File: src/rtl/kwl_pkg.sv
// Shared definitions for the kernel weight loader:
// config register map, CTRL bit positions and FSM states.
package kwl_pkg;

    localparam logic [4:0] REG_CTRL   = 5'd0;
    localparam logic [4:0] REG_KWORDS = 5'd1;
    localparam logic [4:0] REG_IMG_W  = 5'd2;
    localparam logic [4:0] REG_IMG_H  = 5'd3;
    localparam logic [4:0] REG_NUM_CH = 5'd4;

    localparam int CTRL_START = 0;
    localparam int CTRL_ARM   = 1;

    typedef enum logic [1:0] {
        ST_IDLE,
        ST_LOAD,
        ST_DONE,
        ST_ERR
    } state_t;

endpackage

File: src/rtl/kwl_cfg_regs.sv
// Config register file fed by the Xillybus config stream.
// Decodes START/ARM strobes and rejects oversized NUM_CH.
module kwl_cfg_regs #(
    parameter int ADDR_W = 12,
    parameter int MAX_CH = 64
) (
    input  logic              clk,
    input  logic              rst_n,
    input  logic              cfg_wren,
    input  logic [4:0]        cfg_addr,
    input  logic [31:0]       cfg_data,
    input  logic              busy,
    output logic [ADDR_W:0]   kwords,
    output logic [15:0]       img_width,
    output logic [15:0]       img_height,
    output logic [7:0]        num_ch,
    output logic              start_req,
    output logic              arm_req,
    output logic              num_ch_err
);
    import kwl_pkg::*;

    logic ctrl_wr;
    logic num_ch_wr;

    assign ctrl_wr    = cfg_wren && (cfg_addr == REG_CTRL);
    assign num_ch_wr  = cfg_wren && (cfg_addr == REG_NUM_CH);
    assign start_req  = ctrl_wr && cfg_data[CTRL_START];
    assign arm_req    = ctrl_wr && cfg_data[CTRL_ARM];
    assign num_ch_err = num_ch_wr && (cfg_data > 32'(MAX_CH));

    // Register writes; KWORDS is frozen during a load,
    // an illegal NUM_CH leaves the old value in place.
    always_ff @(posedge clk or negedge rst_n) begin
        if (!rst_n) begin
            kwords     <= '0;
            img_width  <= '0;
            img_height <= '0;
            num_ch     <= '0;
        end else if (cfg_wren) begin
            case (cfg_addr)
                REG_KWORDS: if (!busy) kwords <= cfg_data[ADDR_W:0];
                REG_IMG_W:  img_width  <= cfg_data[15:0];
                REG_IMG_H:  img_height <= cfg_data[15:0];
                REG_NUM_CH: if (!num_ch_err) num_ch <= cfg_data[7:0];
                default: ;
            endcase
        end
    end

endmodule

File: src/rtl/kernel_weight_loader.sv
// Drains the kernel FIFO into the weight RAM under a
// programmed word count and hands off to the conv pipeline.
module kernel_weight_loader #(
    parameter int ADDR_W = 12,
    parameter int MAX_CH = 64
) (
    input  logic              bus_clk,
    input  logic              bus_rst_n,
    input  logic              cfg_wren,
    input  logic [4:0]        cfg_addr,
    input  logic [31:0]       cfg_data,
    output logic              cfg_full,
    input  logic              kernel_open,
    input  logic [31:0]       kfifo_dout,
    input  logic              kfifo_empty,
    output logic              kfifo_rd_en,
    output logic              wmem_we,
    output logic [ADDR_W-1:0] wmem_addr,
    output logic [31:0]       wmem_wdata,
    output logic [15:0]       img_width,
    output logic [15:0]       img_height,
    output logic [7:0]        num_ch,
    output logic              weights_ready,
    output logic              load_error,
    output logic              busy,
    output logic              start
);
    import kwl_pkg::*;

    localparam logic [ADDR_W:0] KW_MAX  = {1'b1, {ADDR_W{1'b0}}};
    localparam logic [ADDR_W:0] CNT_ONE = {{ADDR_W{1'b0}}, 1'b1};

    state_t          state;
    state_t          state_nx;
    logic [ADDR_W:0] kwords;
    logic [ADDR_W:0] rd_cnt;
    logic [ADDR_W:0] wr_cnt;
    logic            start_req;
    logic            arm_req;
    logic            num_ch_err;
    logic            kw_legal;
    logic            rd_en;
    logic            rd_pend;
    logic            last_wr;
    logic            early_close;

    kwl_cfg_regs #(
        .ADDR_W (ADDR_W),
        .MAX_CH (MAX_CH)
    ) u_regs (
        .clk        (bus_clk),
        .rst_n      (bus_rst_n),
        .cfg_wren   (cfg_wren),
        .cfg_addr   (cfg_addr),
        .cfg_data   (cfg_data),
        .busy       (busy),
        .kwords     (kwords),
        .img_width  (img_width),
        .img_height (img_height),
        .num_ch     (num_ch),
        .start_req  (start_req),
        .arm_req    (arm_req),
        .num_ch_err (num_ch_err)
    );

    assign cfg_full      = 1'b0;
    assign kw_legal      = (kwords != '0) && (kwords <= KW_MAX);
    assign busy          = (state == ST_LOAD);
    assign weights_ready = (state == ST_DONE);
    assign kfifo_rd_en   = rd_en;

    // FIFO data is valid the cycle after rd_en, so the
    // pending flag doubles as the RAM write strobe.
    assign wmem_we    = rd_pend;
    assign wmem_addr  = wr_cnt[ADDR_W-1:0];
    assign wmem_wdata = rd_pend ? kfifo_dout : '0;
    assign last_wr    = rd_pend && (wr_cnt == kwords - CNT_ONE);

    // State register.
    always_ff @(posedge bus_clk or negedge bus_rst_n) begin
        if (!bus_rst_n) state <= ST_IDLE;
        else            state <= state_nx;
    end

    // Next state and read enable; ARM overrides everything.
    always_comb begin
        state_nx    = state;
        rd_en       = 1'b0;
        early_close = 1'b0;
        case (state)
            ST_LOAD: begin
                rd_en = kernel_open && !kfifo_empty
                        && (rd_cnt < kwords);
                early_close = !kernel_open && (rd_cnt < kwords);
                if (last_wr)          state_nx = ST_DONE;
                else if (early_close) state_nx = ST_ERR;
            end
            default: ;
        endcase
        if (arm_req) state_nx = kw_legal ? ST_LOAD : ST_IDLE;
    end

    // Read/write counters; ARM drops any word read this
    // cycle so a restart begins from a clean address 0.
    always_ff @(posedge bus_clk or negedge bus_rst_n) begin
        if (!bus_rst_n) begin
            rd_cnt  <= '0;
            wr_cnt  <= '0;
            rd_pend <= 1'b0;
        end else if (arm_req) begin
            rd_cnt  <= '0;
            wr_cnt  <= '0;
            rd_pend <= 1'b0;
        end else begin
            rd_pend <= rd_en;
            if (rd_en)   rd_cnt <= rd_cnt + CNT_ONE;
            if (rd_pend) wr_cnt <= wr_cnt + CNT_ONE;
        end
    end

    // Sticky error: set by bad ARM, bad NUM_CH or early
    // close; a legal ARM clears it.
    always_ff @(posedge bus_clk or negedge bus_rst_n) begin
        if (!bus_rst_n) begin
            load_error <= 1'b0;
        end else if (arm_req) begin
            load_error <= !kw_legal;
        end else if (num_ch_err || (state_nx == ST_ERR)) begin
            load_error <= 1'b1;
        end
    end

    // Start pulse only from a completed load; ARM wins.
    always_ff @(posedge bus_clk or negedge bus_rst_n) begin
        if (!bus_rst_n) start <= 1'b0;
        else start <= start_req && !arm_req && weights_ready;
    end

endmodule

File: config.mk
export PLATFORM = sky130hd
export DESIGN_NAME = kernel_weight_loader
export DESIGN_NICKNAME = d
export VERILOG_FILES = /design/src/rtl/kwl_pkg.sv /design/src/rtl/kwl_cfg_regs.sv /design/src/rtl/kernel_weight_loader.sv
export SDC_FILE = /design/constraint.sdc
export NUM_CORES = 1
export LEC_CHECK = 0
export ABC_AREA = 1
export CAP_MARGIN = 20
export CORE_AREA = 2 2 150 79
export DETAILED_ROUTE_END_ITERATION = 10
export DIE_AREA = 0 0 152 81
export GPL_TIMING_DRIVEN = 1
export PLACE_DENSITY = 0.78
export SLEW_MARGIN = 5
export SYNTH_ARGS = -nofsm -noshare
export SYNTH_HDL_FRONTEND = slang
export SYNTH_SLANG_ARGS = --single-unit
export TNS_END_PERCENT = 50
File: constraint.sdc
create_clock -name bus_clk -period 2.9 [get_ports bus_clk]
set_input_delay 0.725 -clock bus_clk [delete_from_list [all_inputs] [get_ports bus_clk]]
set_output_delay 0.725 -clock bus_clk [all_outputs]
set_load 0.01 [all_outputs]
==> impl_results.md <==
* Status: finished, final reports clean
* Routed WL at approximately 14 mm
* WL/cell at approximately 15 um
* Hold Violations, Final at 0
* Crit share post-route at a little over nine tenths
* Endpoint type of the worst setup path: output port
* Netlist Area Pre-Place at 4800 um2
* Placed inst area at ~6600 um2
* Vias in the first global route at between 4000 and 5000
* Vias per cell at roughly 5.0
* Startpoint types: flop
* Clock latency on the worst-skew pair at approximately 340 ps
* R2r worst-path depth at 15
* Share of layout cells above drive strength 1 at under 10%
* CTS sink count at 84
* Critical path depth in cells at 11
* CTS H-tree depth at 3
* Clock Skew at approximately 4.2 ps
* Max-slew headroom at approximately 53%
* # fillers at a little under 1000
* Yosys warning count at 0
* Die H at about 81 um
* Worst path buffer plus inverter count at 3
* Leakage at about 3.4 nW
* Antenna Nets Post-Route at 0
* Drt first-iter violations at between 400 and 500
* Clock tree buffer depth at 2
* Antenna violations before repair at 0
* Overall routing resource usage at a little under a quarter
* First-pass GRT wire length at between 20 and 25 mm
* Critical Path, Cell by Cell: inv_2 -> ha_1 -> nand2_1 -> inv_1 -> o21ai_1 -> nand3_1 -> nand2_1 -> nand2_1 -> nor3_2 -> and2_1 -> clkbuf_2
* Final slew viol count at 0
* Largest net degree at the start of global routing at 44
* Max-cap violations at 0
* Routability cong. at between 0.9 and 1
* Crit path arrival time at slightly above 2000 ps
* Vias at between 4000 and 5000
* Critical Path RT at roughly 2200 ps
* Worst stage delay on the critical path at about 360 ps
* Slowest CP cell: dfrtp_1
* Rows at 28
* PortBufs at between 150 and 200
* Cells after Synth at 641
* Hold Path Class: input port to asynchronous set/reset pin
* # setup viols final at 0
* Slew @ Worst Pin at between 600 and 700 ps
* Achievable frequency at about 360 MHz
* CP startpoint: u_regs.kwords[2]$_DFFE_PN0P_
* Worst Setup EP: kfifo_rd_en
* CP top delay family: simple AND/OR/NAND/NOR gates
* Nets at 894
* Worst VDD drop at about 0.37 mV
* Worst reg2reg startpoint: u_regs.kwords[2]$_DFFE_PN0P_
* PD cells at between 500 and 600 nW/um2
* Worst r2r dst: rd_cnt[1]$_DFFE_PN0P_
* CP Class: flop to output port
* Initial Utilization at a little over two fifths
* 1st-pass router iterations at 5
* GR Overflow Total at 0
* CTS tree: done
* Most frequent cells in the layout: nand2_1, clkdlybuf4s50_1, inv_1, dfrtp_1, o21ai_0
* Chip width at around 150 um
* #FFs+latches synth at between 80 and 90
* Total CTS buffers at 9
* Avg Cell Area, Syn at around 7.5 um2
* R2R Setup Slk at 600 ps
* Die footprint at between 10000 and 15000 um2
* IO Count at 165
* Synthesis-to-layout area growth at 44.3%
* Sequential area share after synthesis at ~44%
* Final instance area at roughly 6900 um2
* Most common cell on crit path: nand2_1
* Drt drc at 0
* Synth unique cells at 37
* Pwr Total at between 0.004 and 0.005 W
* Commonest non-fill, non-tap cell in the layout: nand2_1
* Inserted Diodes at 0
* Fin crit period at around 2700 ps
* Critical path fanouts, max at 2
* Unrepaired setup endpoints after global routing: no
* Setup_tns at 0 ps
* Core ar. at ~11000 um2
* CTS clk-pin slew, worst paths at approximately 60 ps
* Mapped Nets at 730
* Post-DP HPWL at 11.2 mm
* Root buf cell: clkbuf_16
logic make-up (layout without fill, tap and decap cells):
logic type                 Yosys count  after routing  synth area share [%]
xor gates and xnor gates            11             11                  2.01
adders and majority gates           15             15                  3.91
buffers and inverters              126            295                  11.2
AOI/OAI and AO/OA                  100            100                  11.3
and+or+nand+nor                    304            304                  27.7
DFF                                 84             84                  43.8
other                                1              1                0.0781
state kept, by name, summed over array words and instances, names as in the netlist:
register	count
rd_cnt	13
u_regs.img_height	16
u_regs.kwords	13
u_regs.img_width	16
wr_cnt	13
load_error	1
state	2
wmem_we	1
u_regs.num_ch	8
start	1
metrics by stage:
stage / instances / hold WS, ps / utilization (%) / worst slack (ps)
global route: 960 / 419 / 61.6 / 40.7
global placement: 942 / 454 / 58.6 / 16.5
finish: 960 / 382 / 61.6 / 152
floorplan: 641 / 429 / - / 604
detailed placement: 942 / 460 / 58.6 / 27.4
CTS: 960 / 395 / 61.6 / 12.0
routing by layer:
layer / track usage, % / routed length (um) / up-vias
met5: 0 / 0 / -
met4: 5.05 / 126 / 0
met3: 5.92 / 1190 / 13
met2: 36.1 / 6110 / 211
met1: 35.0 / 6930 / 2250
li1: - / - / 2355
cell usage after synthesis:
cell type,count,share of area [%]
buf_6,1,0.23
dfrtp_1,84,44
xnor2_1,2,0.36
o21ai_0,56,5.8
o31ai_2,4,1.0
o31ai_1,1,0.16
nor2_1,48,3.8
nor3_1,14,1.5
ha_1,15,3.9
nor4_2,1,0.26
or2_1,1,0.13
clkinv_1,1,0.078
buf_2,3,0.31
nand4_1,9,1.2
a21oi_1,23,2.4
nor3_2,2,0.42
and3_1,2,0.26
nand3_1,37,3.9
nand2_1,168,13
inv_1,89,7.0
buf_4,14,2.2
or2_2,1,0.13
o21ai_1,14,1.5
clkbuf_1,9,0.70
nor2_2,7,0.91
xor2_1,9,1.6
nand2_2,2,0.26
conb_1,1,0.078
nand3b_1,3,0.47
nor4_1,4,0.52
nor2_4,2,0.47
o21bai_2,1,0.23
nand3_2,2,0.42
a21oi_2,1,0.18
and2_1,1,0.13
buf_1,3,0.23
inv_2,6,0.47
worst min path at each step:
| stage | to | slack (ps) | startpoint |
|---|---|---|---|
| 6_report | u_regs.num_ch[7]$_DFFE_PN0P_ | 380 | bus_rst_n |
| 4_1_cts | u_regs.num_ch[7]$_DFFE_PN0P_ | 400 | bus_rst_n |
| 5_1_grt | u_regs.num_ch[5]$_DFFE_PN0P_ | 420 | bus_rst_n |
| 3_3_place_gp | u_regs.num_ch[7]$_DFFE_PN0P_ | 450 | u_regs.num_ch[7]$_DFFE_PN0P_ |
| 2_1_floorplan | load_error$_DFFE_PN0P_ | 430 | bus_rst_n |
| 3_5_place_dp | u_regs.num_ch[7]$_DFFE_PN0P_ | 460 | u_regs.num_ch[7]$_DFFE_PN0P_ |
report_power, final:
group | total, W | switching, W | internal [W] | leakage (nW)
Clock | 0.00124 | 0.000480 | 0.000765 | 0.155
Combinational | 0.00137 | 0.000739 | 0.000633 | 2.14
Sequential | 0.00154 | 0.000174 | 0.00137 | 1.08
what timing repair did:
action                                  in CTS  in global routing
hold buffers                                 0                  0
endpoints found under the setup margin       1                  1
resized for setup                            2                  2
setup buffers                                2                  0
area by class of cell:
class / count / area, um2 / area share [%]
Inverter: 96 / 360 / 5.20
Multi-Input combinational cell: 431 / 2170 / 31.3
Tap cell: 150 / 188 / 2.71
Sequential cell: 84 / 2100 / 30.3
Timing Repair Buffer: 183 / 1790 / 25.8
Clock buffer: 10 / 229 / 3.30
Clock inverter: 6 / 96.3 / 1.39
Power figures use the tool's default switching activity.
==> RTL edit: new RTL, same flow settings <==
`ADDR_W` is set to 12 in 2 places; all go to 11.
--- a/src/rtl/kwl_cfg_regs.sv
+++ b/src/rtl/kwl_cfg_regs.sv
@@ -1,7 +1,7 @@
 // Config register file fed by the Xillybus config stream.
 // Decodes START/ARM strobes and rejects oversized NUM_CH.
 module kwl_cfg_regs #(
-    parameter int ADDR_W = 12,
+    parameter int ADDR_W = 11,
     parameter int MAX_CH = 64
 ) (
     input  logic              clk,
--- a/src/rtl/kernel_weight_loader.sv
+++ b/src/rtl/kernel_weight_loader.sv
@@ -1,7 +1,7 @@
 // Drains the kernel FIFO into the weight RAM under a
 // programmed word count and hands off to the conv pipeline.
 module kernel_weight_loader #(
-    parameter int ADDR_W = 12,
+    parameter int ADDR_W = 11,
     parameter int MAX_CH = 64
 ) (
     input  logic              bus_clk,
Interface: changed (resized wmem_addr); port bits go from 165 to 164. No check against the original RTL was run, so the function may have changed too.
==> RTL edit against the original RTL <==
  * Utilization fell by 1.8 points
  * Power fell by 9.7%
  * Cell area fell by 2.9%
  * Routed wire length fell by 4.5%
  * Critical path depth fell by 1
  * Via count fell by 5.4%
  * Sequential power fell by 7%
  * Worst setup slack improved by 0.023 ns
  * Combinational power fell by 16%
  * Sequential cell count fell by 3
  * Synthesized area fell by 3.6%
  * Critical path type unchanged
==> RTL edit: results (changes against the original RTL) <==
Outcome
  • Status: completed

Logic synthesis
  • Post-synthesis sequential area ratio: 43.8% (about the same)
  • Synth Area in Compound Gates: 11.1% (-0.23 points)
  • Synth unique cells: 42 (+14%)
  • Synth Flop Type: dfrtp_1
  • Post-synthesis adder-cell area fraction: 3.78% (-0.13 points)
  • Leading cell types by total area after synthesis: dfrtp_1, nand2_1, inv_1
  • Synth Area in XOR/XNOR: 2.08% (+0.074 points)
  • Ys Warns: 0 (unchanged)
  • Post-synth top cells: nand2_1, inv_1, dfrtp_1, o21ai_0, nor2_1
  • Net Count, Synth: 702 (-3.8%)
  • Syn Inst Count: 614 (-4.2%)

Routing
  • Drt pass-1 iters: 5 (unchanged)
  • WL final: 13700 um (-4.5%)
  • Initial DRC Count: 271 (-36%)
  • Met3 routed WL: 942 um (-21%)
  • Total number of vias: 4570 (-5.4%)
  • Wl on met1: 6600 um (-4.7%)
  • DR WL/cell: 14.7 um (-1.8%)
  • Met2 WL: 6000 um (-1.9%)

Global routing
  • GRT met1 Usage: 31.7% (-3.3 points)
  • GRT Total Usage: 23.1% (-0.77 points)
  • Largest net degree at the start of global routing: 50 (+14%)
  • First-pass GRT wire length: 22600 um (-2.3%)
  • Layer carrying the most global-route usage: met2
  • Met3 global-route usage: 6.94% (+1.0 points)
  • Grt met2 use: 36.5% (+0.41 points)
  • Vias in the first global route: 4525 (+1.6%)

Setup path
  • Crit Path Max Fanout: 3 (+1)
  • Slowest stage delay, CP: 0.38 ns (+0.02 ns)
  • CP top delay family: flip-flops
  • Crit path arrival time: 2.00 ns (-0.02 ns)
  • Slowest-stage cell, CP: dfrtp_1

Placement
  • IO buf count: 162 (-0.61%)
  • Placed cells: 913 (-3.1%)
  • Gpl congestion: 0.911 (-3.1%)
  • Worst slack, placed: -0.0387 ns (-0.0661 ns)
  • Post-DP Area: 6400 um^2 (-2.9%)
  • Hpwl dp: 10700 um (-4.2%)

STA
  • Slew headroom: 65.9% (+12 points)
  • Skew final: 0.00848 ns (+0.00425 ns)

Hold path
  • Worst min path class: input port to asynchronous set/reset pin

Final layout
  • Largest regs: u_regs.img_height: 16 flops, u_regs.img_width: 16 flops
  • Filler cell count: 962 (-0.10%)
  • Share of cells above drive strength 1: 8.68% (+0.41 points)
  • # nets final: 866 (-3.1%)

Clock network
  • H-tree depth: 3 (unchanged)
  • Clock Pin Slew Worst Setup and Hold Paths: approximately 0.070 ns
  • Cts bufs inserted: 9 (unchanged)

Power and ir drop
  • Sw frac: 32.6% (-0.87 points)
  • Leakage: 3.32 nW (-1.7%)
  • Peak VDD IR: 0.331 mV (-10%)

Job
  • Maxcap violations: 0 (unchanged)
RTL edit: final timing paths:
| check | start | endpoint | slack [ns] | cells past startpoint |
|---|---|---|---|---|
| setup reg to reg | u_regs.kwords[0]$_DFFE_PN0P_ | load_error$_DFFE_PN0P_ | 0.63 | 17 |
| setup / recovery | u_regs.kwords[5]$_DFFE_PN0P_ | kfifo_rd_en | 0.17 | 10 |
| min in group bus_clk | u_regs.num_ch[7]$_DFFE_PN0P_ | u_regs.num_ch[7]$_DFFE_PN0P_ | 0.48 | 2 |
| hold reg to reg | u_regs.num_ch[7]$_DFFE_PN0P_ | u_regs.num_ch[7]$_DFFE_PN0P_ | 0.48 | 2 |
| max in group asynchronous | bus_rst_n | wr_cnt[0]$_DFFE_PN0P_ | 1.95 | 2 |
| hold / removal | bus_rst_n | u_regs.img_height[9]$_DFFE_PN0P_ | 0.33 | 1 |
RTL edit: final cells by class:
class	count	area [um^2]	area share, %
clock buffers	10	229	3.40
clock inverters	6	75.1	1.12
inverters	93	358	5.31
multi-input cells	411	2080	30.8
flip-flops and latches	81	2030	30.1
well taps	150	188	2.79
repair buffers	182	1780	26.4
RTL edit: timing repair:
item	in CTS	in global routing
gates cloned	0	0
gates resized for setup	1	0
hold endpoints to repair	0	0
endpoints found under the setup margin	1	1
setup buffers	2	2
RTL edit: power by group through the flow:
stage | Combinational [mW] | Clock (mW) | Sequential [mW]
finish | 1.15 | 1.17 | 1.43
global route | 1.29 | 1.24 | 1.45
CTS | 1.14 | 1.19 | 1.43
detailed placement | 1.12 | 0 | 1.45
global placement | 1.08 | 0 | 1.44
floorplan | 0.580 | 0 | 1.46
RTL edit: cells by family after synthesis:
family	count (synthesis)
flops	81
buf+inv	122
compound gates	97
xor+xnor	11
simple gates	288
fa+ha+maj	14
other cells	1
